==> src/rtl/generic_sram_byte_en_arbiter.sv <==
`default_nettype none
// ============================================================================
// Module   : generic_sram_byte_en_arbiter
// Purpose  : Two-initiator round-robin arbiter with bounded burst lock that
//            shares one byte-enable SRAM port (1-cycle read latency) and
//            routes read data back to the initiator that issued the read.
// Options  : GENERIC_SRAM_ARB_STATS_EN adds saturating grant/conflict counters.
// Revision : 1.0 - initial release
// ============================================================================
module generic_sram_byte_en_arbiter #(
  parameter int MEM_ADDR_BITS = 10,
  parameter int DATA_WIDTH    = 32,
  parameter int LOCK_MAX      = 16
) (
  input  logic                      clk,
  input  logic                      rst_n,
  input  logic                      i0_req,
  input  logic                      i0_lock,
  output logic                      i0_gnt,
  input  logic [MEM_ADDR_BITS-1:0]  i0_addr,
  input  logic                      i0_write_en,
  input  logic [DATA_WIDTH/8-1:0]   i0_byte_en,
  input  logic [DATA_WIDTH-1:0]     i0_write_data,
  output logic [DATA_WIDTH-1:0]     i0_read_data,
  output logic                      i0_rvalid,
  input  logic                      i1_req,
  input  logic                      i1_lock,
  output logic                      i1_gnt,
  input  logic [MEM_ADDR_BITS-1:0]  i1_addr,
  input  logic                      i1_write_en,
  input  logic [DATA_WIDTH/8-1:0]   i1_byte_en,
  input  logic [DATA_WIDTH-1:0]     i1_write_data,
  output logic [DATA_WIDTH-1:0]     i1_read_data,
  output logic                      i1_rvalid,
  output logic [MEM_ADDR_BITS-1:0]  addr,
  output logic                      read_en,
  output logic                      write_en,
  output logic [DATA_WIDTH/8-1:0]   byte_en,
  output logic [DATA_WIDTH-1:0]     write_data,
  input  logic [DATA_WIDTH-1:0]     read_data
`ifdef GENERIC_SRAM_ARB_STATS_EN
  ,
  output logic [15:0]               i0_gnt_count,
  output logic [15:0]               i1_gnt_count,
  output logic [15:0]               conflict_count
`endif
);

  localparam int         BE_W         = DATA_WIDTH / 8;
  localparam logic [7:0] LOCK_MAX_CNT = 8'(LOCK_MAX);

  // Arbitration state
  logic                     last_gnt_q,   last_gnt_d;
  logic                     lock_valid_q, lock_valid_d;
  logic                     lock_owner_q, lock_owner_d;
  logic [7:0]               lock_cnt_q,   lock_cnt_d;
  // Read return tracking
  logic                     rd_pend_q,    rd_pend_d;
  logic                     rd_port_q,    rd_port_d;
  // Last granted payload, replayed on idle cycles
  logic [MEM_ADDR_BITS-1:0] addr_hold_q,  addr_hold_d;
  logic [BE_W-1:0]          be_hold_q,    be_hold_d;
  logic [DATA_WIDTH-1:0]    wd_hold_q,    wd_hold_d;

  // Grant decision
  logic                     gnt_any;
  logic                     gnt_sel;
  logic                     lock_hold;
  // Payload of the selected initiator
  logic [MEM_ADDR_BITS-1:0] sel_addr;
  logic                     sel_we;
  logic                     sel_lock;
  logic [BE_W-1:0]          sel_be;
  logic [DATA_WIDTH-1:0]    sel_wd;

  // Pick at most one initiator: live lock first, then single requester, then round-robin
  always_comb begin
    gnt_any   = 1'b0;
    gnt_sel   = 1'b0;
    lock_hold = lock_valid_q && (lock_cnt_q < LOCK_MAX_CNT) &&
                (lock_owner_q ? i1_req : i0_req);
    if (!rst_n) begin
      gnt_any = 1'b0;
    end else if (lock_hold) begin
      gnt_any = 1'b1;
      gnt_sel = lock_owner_q;
    end else if (i0_req && i1_req) begin
      gnt_any = 1'b1;
      gnt_sel = !last_gnt_q;
    end else if (i0_req) begin
      gnt_any = 1'b1;
      gnt_sel = 1'b0;
    end else if (i1_req) begin
      gnt_any = 1'b1;
      gnt_sel = 1'b1;
    end
  end

  // Route the selected initiator's payload
  always_comb begin
    sel_addr = gnt_sel ? i1_addr       : i0_addr;
    sel_we   = gnt_sel ? i1_write_en   : i0_write_en;
    sel_lock = gnt_sel ? i1_lock       : i0_lock;
    sel_be   = gnt_sel ? i1_byte_en    : i0_byte_en;
    sel_wd   = gnt_sel ? i1_write_data : i0_write_data;
  end

  // Drive the SRAM port and grant/return outputs
  always_comb begin
    i0_gnt       = gnt_any && !gnt_sel;
    i1_gnt       = gnt_any &&  gnt_sel;
    read_en      = gnt_any && !sel_we;
    write_en     = gnt_any &&  sel_we;
    addr         = '0;
    byte_en      = '0;
    write_data   = '0;
    if (rst_n) begin
      addr       = gnt_any ? sel_addr : addr_hold_q;
      byte_en    = gnt_any ? sel_be   : be_hold_q;
      write_data = gnt_any ? sel_wd   : wd_hold_q;
    end
    // Gating with rst_n drops a pending return as soon as reset is asserted
    i0_rvalid    = rst_n && rd_pend_q && !rd_port_q;
    i1_rvalid    = rst_n && rd_pend_q &&  rd_port_q;
    i0_read_data = i0_rvalid ? read_data : '0;
    i1_read_data = i1_rvalid ? read_data : '0;
  end

  // Next-state for round-robin pointer, lock tracking, read return and payload hold
  always_comb begin
    last_gnt_d   = last_gnt_q;
    lock_valid_d = 1'b0;
    lock_owner_d = lock_owner_q;
    lock_cnt_d   = '0;
    rd_pend_d    = 1'b0;
    rd_port_d    = rd_port_q;
    addr_hold_d  = addr_hold_q;
    be_hold_d    = be_hold_q;
    wd_hold_d    = wd_hold_q;
    if (gnt_any) begin
      last_gnt_d  = gnt_sel;
      rd_pend_d   = !sel_we;
      rd_port_d   = gnt_sel;
      addr_hold_d = sel_addr;
      be_hold_d   = sel_be;
      wd_hold_d   = sel_wd;
      if (sel_lock) begin
        lock_valid_d = 1'b1;
        lock_owner_d = gnt_sel;
        if (lock_valid_q && (lock_owner_q == gnt_sel)) begin
          lock_cnt_d = (lock_cnt_q >= LOCK_MAX_CNT) ? LOCK_MAX_CNT : lock_cnt_q + 8'd1;
        end else begin
          lock_cnt_d = 8'd1;
        end
      end
    end
  end

  // State register; last_gnt resets to 1 so port 0 wins the first tie
  always_ff @(posedge clk) begin
    if (!rst_n) begin
      last_gnt_q   <= 1'b1;
      lock_valid_q <= 1'b0;
      lock_owner_q <= 1'b0;
      lock_cnt_q   <= '0;
      rd_pend_q    <= 1'b0;
      rd_port_q    <= 1'b0;
      addr_hold_q  <= '0;
      be_hold_q    <= '0;
      wd_hold_q    <= '0;
    end else begin
      last_gnt_q   <= last_gnt_d;
      lock_valid_q <= lock_valid_d;
      lock_owner_q <= lock_owner_d;
      lock_cnt_q   <= lock_cnt_d;
      rd_pend_q    <= rd_pend_d;
      rd_port_q    <= rd_port_d;
      addr_hold_q  <= addr_hold_d;
      be_hold_q    <= be_hold_d;
      wd_hold_q    <= wd_hold_d;
    end
  end

`ifdef GENERIC_SRAM_ARB_STATS_EN
  logic [15:0] i0_cnt_q,   i0_cnt_d;
  logic [15:0] i1_cnt_q,   i1_cnt_d;
  logic [15:0] conf_cnt_q, conf_cnt_d;

  // Saturating grant and conflict counters
  always_comb begin
    i0_cnt_d   = i0_cnt_q;
    i1_cnt_d   = i1_cnt_q;
    conf_cnt_d = conf_cnt_q;
    if (i0_gnt && (i0_cnt_q != 16'hFFFF)) i0_cnt_d = i0_cnt_q + 16'd1;
    if (i1_gnt && (i1_cnt_q != 16'hFFFF)) i1_cnt_d = i1_cnt_q + 16'd1;
    if (i0_req && i1_req && (conf_cnt_q != 16'hFFFF)) conf_cnt_d = conf_cnt_q + 16'd1;
  end

  // Counter registers
  always_ff @(posedge clk) begin
    if (!rst_n) begin
      i0_cnt_q   <= '0;
      i1_cnt_q   <= '0;
      conf_cnt_q <= '0;
    end else begin
      i0_cnt_q   <= i0_cnt_d;
      i1_cnt_q   <= i1_cnt_d;
      conf_cnt_q <= conf_cnt_d;
    end
  end

  assign i0_gnt_count   = i0_cnt_q;
  assign i1_gnt_count   = i1_cnt_q;
  assign conflict_count = conf_cnt_q;
`endif

endmodule
`default_nettype wire

==> config.mk <==
export PLATFORM = sky130hd
export DESIGN_NAME = generic_sram_byte_en_arbiter
export DESIGN_NICKNAME = d
export VERILOG_FILES = /design/src/rtl/generic_sram_byte_en_arbiter.sv
export SDC_FILE = /design/constraint.sdc
export NUM_CORES = 1
export LEC_CHECK = 0
export ABC_AREA = 0
export BUFFER_PORTS_ARGS = -buffer_cell sky130_fd_sc_hd__buf_2
export CORE_UTILIZATION = 30
export CTS_CLUSTER_DIAMETER = 30
export DETAILED_ROUTE_END_ITERATION = 10
export PLACE_DENSITY = 0.73
export SETUP_SLACK_MARGIN = 0.1
export SLEW_MARGIN = 20
export SYNTH_ARGS = -nofsm -noshare
export SYNTH_HDL_FRONTEND = slang
export SYNTH_SLANG_ARGS = --single-unit
==> constraint.sdc <==
create_clock -name clk -period 3.4 [get_ports clk]
set_clock_uncertainty 0.2 [all_clocks]
set_input_delay 0.17 -clock clk [delete_from_list [all_inputs] [get_ports clk]]
set_output_delay 0.17 -clock clk [all_outputs]
set_load 0.02 [all_outputs]
==> impl_metrics.ini, run 1 <==
[route]
drc = 0
wl_microns = 12000
met3_length_microns = 744
vias_per_cell = 4.88
met2_length_microns = 6350
routedWlPerCell_microns = 15.5
routedLengthMet1_microns = 4400
firstDrtPassIters = 6
highest_layer = met4
vias = 3797
ant_nets = 0
drt_iter0_markers = 167

[worst_setup_path]
cp.required_ns = 3.41
cp_slowest_stage_delay_ns = 0.58
critPathArrivalTime_ns = 2.98
worstSetupEndpointType = flip-flop
critPathSlowestCell = dlygate4sd3_1
crit_chain = nor4_2, mux2i_1, or2_1, inv_2, buf_12, a221o_1, dlygate4sd3_1
crit_type = reg -> reg
path_max_fanout = 50
start_kind = flip-flop

[grt]
grt_pass1_vias = 3793
grt_max_degree = 51
grt_pass1_wl_microns = 18100
antenna_found_initial = 3
overflow = 0
gr-usage-all-layers_pct = 23.4

[cts]
numCtsBuffers = 9
clockBufferDepth = 2
path_clk_slew_ns = 0.07
htreeDepth = 3
cts_root_buf = clkbuf_8
cts.sinks = 59
insertion_delay_ns = 0.33
cts_tree = built

[final_layout]
regArea_sq_um = 1180
nets = 775
areaGrowthSynthToFinish_pct = 86.2
multiInputGateArea_sq_um = 1560
nFillCells = 808
drive_gt1_share_pct = 42.4

[timing]
worst_pin_slew_ns = 0.822
tns_ns = 0
report.final.slew_viol_count = 0
max_freq_mhz = 337
relSlewSlack_pct = 45.2
setup_viol = 0
period_needed_ns = 2.97
period_share_pct = 87.2
rsz0062_at_grt = no
hold_viol_final = 0

[place]
hpwlAfterDp_microns = 7540
gp_congestion = 0.865
io_buffers = 247

[floorplan]
rows = 35
fp.dieW_microns = 100
fp.dieH_microns = 100
core_sq_um = 9280
boundaryPins = 248
start_util_pct = 31.1
dieArea_sq_um = 10000

[yosys]
synth_area_per_cell_sq_um = 9.32
yosysUniqueCellTypes = 38
synth_warnings = 0
ys_ff_latch = 59
ys_seq_area_share_pct = 40.9
syn-instance-count = 310
netlist_area_sq_um = 2890

[job]
cap_viol_max_count = 0

[run_status]
outcome = finished clean

[worst_hold_path]
hp-class = in -> reg

[power]
power_mw = 1.99
peakVddDrop_mv = 0.294
p_leak_nw = 3.02
powerDensity_nw_per_um2 = 369
[cells in the final DEF (no fill, tap or decap), drive strengths merged, types with 3 or more instances in the layout]
cell type	Yosys	final
a21oi	3	3
a221o	46	46
and2	65	65
and3	47	47
buf	10	252
clkbuf	18	9
conb	1	3
dfxtp	59	59
diode	0	3
dlygate4sd3	0	94
inv	7	9
mux2i	3	3
nand2	9	9
nand3	5	5
nor2	5	5
nor3	3	3
o21ai	7	7
[power breakdown]
part	internal, mW	leakage (nW)	switching, mW	total [mW]
Clock	0.418	0.110	0.311	0.729
Combinational	0.251	2.42	0.244	0.496
Sequential	0.744	0.488	0.0182	0.763
Total	1.41	3.02	0.574	1.99
[repair_timing]
action,4_1_cts,5_1_grt
resized for setup,0,0
hold endpoints to repair,51,0
hold buffers,94,0
buffers inserted,0,0
[Yosys cell counts, drive strengths merged]
cell type	number	area (sq um)
a21oi	3	15.0
or2	2	12.5
xor2	1	8.76
o2111ai	1	8.76
nor4	1	12.5
nand2b	2	12.5
a221o	46	460
dfxtp	59	1180
o21a	1	7.51
nand3b	1	7.51
or4	1	11.3
and3	47	294
a21boi	1	7.51
o211ai	1	7.51
inv	7	26.3
and2	65	407
clkbuf	18	67.6
nand3	5	25.0
mux2i	3	30.0
o21ba	1	10.0
conb	1	3.75
buf	10	77.6
nor3	3	15.0
nor2	5	18.8
a31oi	1	12.5
xnor2	1	8.76
nand2	9	33.8
a41oi	1	8.76
o21ai	7	38.8
mux2	1	11.3
ha	2	25.0
a211oi	2	15.0
a22o	1	8.76
[worst max-delay path: cells and delay by family (launching register included)]
family,cells,cell delay [ns]
AOI/OAI and AO/OA,1,0.35
and+or+nand+nor,2,0.77
DFF,1,0.32
muxes,1,0.34
buffers and inverters,3,0.83
[registers in the layout (all words and copies together), names as in the netlist]
register,count
rd_port_q,1
lock_valid_q,1
rd_pend_q,1
be_hold_q,4
last_gnt_q,1
wd_hold_q,32
lock_cnt_q,8
lock_owner_q,1
addr_hold_q,10
[cell families (layout without fill, tap and decap cells)]
kind of cell | count (synthesis) | count (layout) | synth area share (%)
adder cells (fa/ha/maj) | 2 | 2 | 0.866
AO/OA/AOI/OAI | 66 | 66 | 20.8
multiplexers | 4 | 4 | 1.43
AND/OR/NAND/NOR | 141 | 141 | 29.4
other | 1 | 6 | 0.130
flip-flops | 59 | 59 | 40.9
XOR/XNOR | 2 | 2 | 0.606
buffers and inverters | 35 | 369 | 5.93
[per-layer routing]
| layer | vias to the layer above | GRT usage [%] |
|---|---|---|
| li1 | 1807 | - |
| met1 | 1762 | 22.9 |
| met2 | 191 | 44.4 |
| met3 | 37 | 5.15 |
| met4 | 0 | 14.2 |
| met5 | - | 0 |
[final timing paths]
check,from,cells past startpoint,slack (ns),to
worst max-delay path,lock_cnt_q[4],7,0.43,addr_hold_q[4]
worst min-delay path,i0_lock,5,0.04,lock_cnt_q[0]
worst max register to register,lock_cnt_q[4],7,0.43,addr_hold_q[4]
worst min register to register,rd_port_q,2,0.27,rd_port_q
[layout make-up]
cell class | instances | share of cell area [%]
Tap cell | 129 | 3.00
Clock buffer | 9 | 2.30
Inverter | 7 | 0.488
Antenna cell | 3 | 0.139
Timing Repair Buffer | 346 | 41.4
Multi-Input combinational cell | 218 | 28.9
Sequential cell | 59 | 21.9
Clock inverter | 7 | 1.84
[stage by stage]
stage / worst slack [ns] / utilization (%) / hold WS [ns] / cell area [sq um] / cells
global placement: 0.889 / 45.4 / 0.215 / 4210 / 665
finish: 0.434 / 58.0 / 0.0373 / 5380 / 778
global route: 0.272 / 58.0 / 0.0505 / 5380 / 778
floorplan: 1.20 / - / 0.0947 / 2900 / 312
CTS: 0.473 / 57.9 / 0.0112 / 5380 / 775
detailed placement: 0.833 / 45.4 / 0.216 / 4210 / 665
(Power assumes the default switching activity.)
==> run 2: changes to the inputs <==
==> constraint.sdc (replaced) <==
create_clock -name clk -period 3.4 [get_ports clk]
set_clock_uncertainty 0.2 [all_clocks]
set_input_delay 0.17 -clock clk [delete_from_list [all_inputs] [get_ports clk]]
set_output_delay 0.17 -clock clk [all_outputs]
set_load 0.05 [all_outputs]
==> impl_metrics.ini, run 2 (synthesized netlist as in run 1, its figures left out) <==
[worst_setup_path]
critPathLaunch = lock_cnt_q[4]
crit_type = reg -> out
critPathArrivalTime_ns = 2.74
cp.required_ns = 3.03
crit_chain = nor4_2, mux2i_1, or2_1, inv_2, buf_12, a221o_1, buf_2
path_max_fanout = 28
critical_path.reg2reg.startpoint = lock_cnt_q[4]
path_buf_inv = 3
cp_slowest_stage_delay_ns = 0.47
critPathSlowestCell = nor4_2
worstSetupEndpointType = output pin
critical-path-top-delay-family = buffers and inverters
start_kind = flip-flop

[final_layout]
nets = 775
regArea_sq_um = 1180
reg_top3 = wd_hold_q (32), addr_hold_q (10), lock_cnt_q (8)
instances_no_fill = 778
nFillCells = 819
areaGrowthSynthToFinish_pct = 86.0
multiInputGateArea_sq_um = 1560
largest-register = wd_hold_q
largest_register_ffs = 32
layout_common_cells = 247 x buf_2, 94 x dlygate4sd3_1, 65 x and2_1
mostFrequentLayoutCell = buf_2
drive_gt1_share_pct = 42.3

[floorplan]
fp.dieH_microns = 100
start_util_pct = 31.1
rows = 35
fp.dieW_microns = 100
boundaryPins = 248
dieArea_sq_um = 10000
core_sq_um = 9280

[timing]
relSlewSlack_pct = 42.5
hold_viol_final = 0
report.final.slew_viol_count = 0
max_freq_mhz = 321
period_needed_ns = 3.11
rsz0062_at_grt = no
worst_pin_slew_ns = 0.862
setup_viol = 0
tns_ns = 0
period_share_pct = 91.5

[cts]
post_cts_resized = 0
cts.sinks = 59
cts_tree = built
numCtsBuffers = 9
clockBufferDepth = 2
htreeDepth = 3
path_clk_slew_ns = 0.07
cts_root_buf = clkbuf_8
insertion_delay_ns = 0.33

[grt]
grt_max_degree = 56
overflow = 0
grt_pass1_vias = 3833
met1_usage_pct = 23.7
gr-usage-met3_pct = 6.06
grt_pass1_wl_microns = 18700
grt_use_met2_pct = 46.0
antenna_found_initial = 3
gr-usage-all-layers_pct = 24.2
busiest_layer = met2

[route]
wl_microns = 12400
vias_per_cell = 4.94
drt_iter0_markers = 179
drc = 0
vias = 3843
routedWlPerCell_microns = 16.0
firstDrtPassIters = 4
ant_nets = 0

[place]
io_buffers = 247
dp.cells = 665
gp_congestion = 0.814
hpwlAfterDp_microns = 7880

[power]
peakVddDrop_mv = 0.215
powerDensity_nw_per_um2 = 392
p_leak_nw = 3.01

[worst_hold_path]
min_from = i1_write_en
hp-class = in -> reg

[job]
cap_viol_max_count = 0

[run_status]
outcome = finished clean
[run 2: changes by cell type in the layout (fill, tap and decap cells not counted), sizes merged]
cell      delta
inv          -1
clkinvlp     +1
clkinv       -1
clkbuf       +1
[run 2: worst reg2reg max path: stages, from the launching register on]
cell           delay (ns)
dfxtp_1              0.32
nor4_2               0.47
mux2i_1              0.33
or2_1                0.24
inv_2                0.22
buf_12               0.25
a221o_1              0.32
dlygate4sd3_1        0.59
[run 2: area by class of cell]
class	count	share of cell area, %
diodes	3	0.140
clock buffers	10	2.37
clock inverters	6	1.65
inverters	7	0.489
multi-input cells	218	29.0
flip-flops and latches	59	22.0
well taps	129	3.00
repair buffers	346	41.4
[run 2: metal layers]
layer  routed length, microns  part of all wire, %  vias up
li1                         -                    -     1806
met1                     4400                   35     1799
met2                     6750                   54      207
met3                      874                  7.0       31
met4                      414                  3.3        0
met5                        0                    0        -
[run 2: power by group]
part	leakage, nW	internal (mW)	switching, mW
clock	0.103	0.414	0.291
combinational	2.42	0.252	0.387
sequential	0.488	0.745	0.0190
[run 2: metrics by stage]
stage               total power [mW]  setup WS [ns]  utilization (%)  cell area (sq um)  hold slack, ns
detailed placement              1.29          0.678             45.4               4210           0.216
floorplan                       1.13          0.858                -               2900          0.0947
CTS                             2.11          0.311             57.8               5370          0.0389
global route                    2.20          0.121             57.9               5380          0.0742
global placement                1.29          0.767             45.4               4210           0.216
finish                          2.11          0.288             57.9               5380          0.0589
[run 2: worst paths after layout]
kind	slack [ns]	endpoint	cells after the start
max	0.29	addr[5]	7
min reg2reg	0.27	rd_port_q	2
min	0.06	rd_pend_q	4
max reg2reg	0.36	be_hold_q[0]	7
[run 2: what timing repair did]
| action | in CTS | in global routing |
|---|---|---|
| hold endpoints to repair | 51 | 0 |
| endpoints found under the setup margin | 0 | 0 |
| setup buffers | 0 | 0 |
| hold buffers | 94 | 0 |
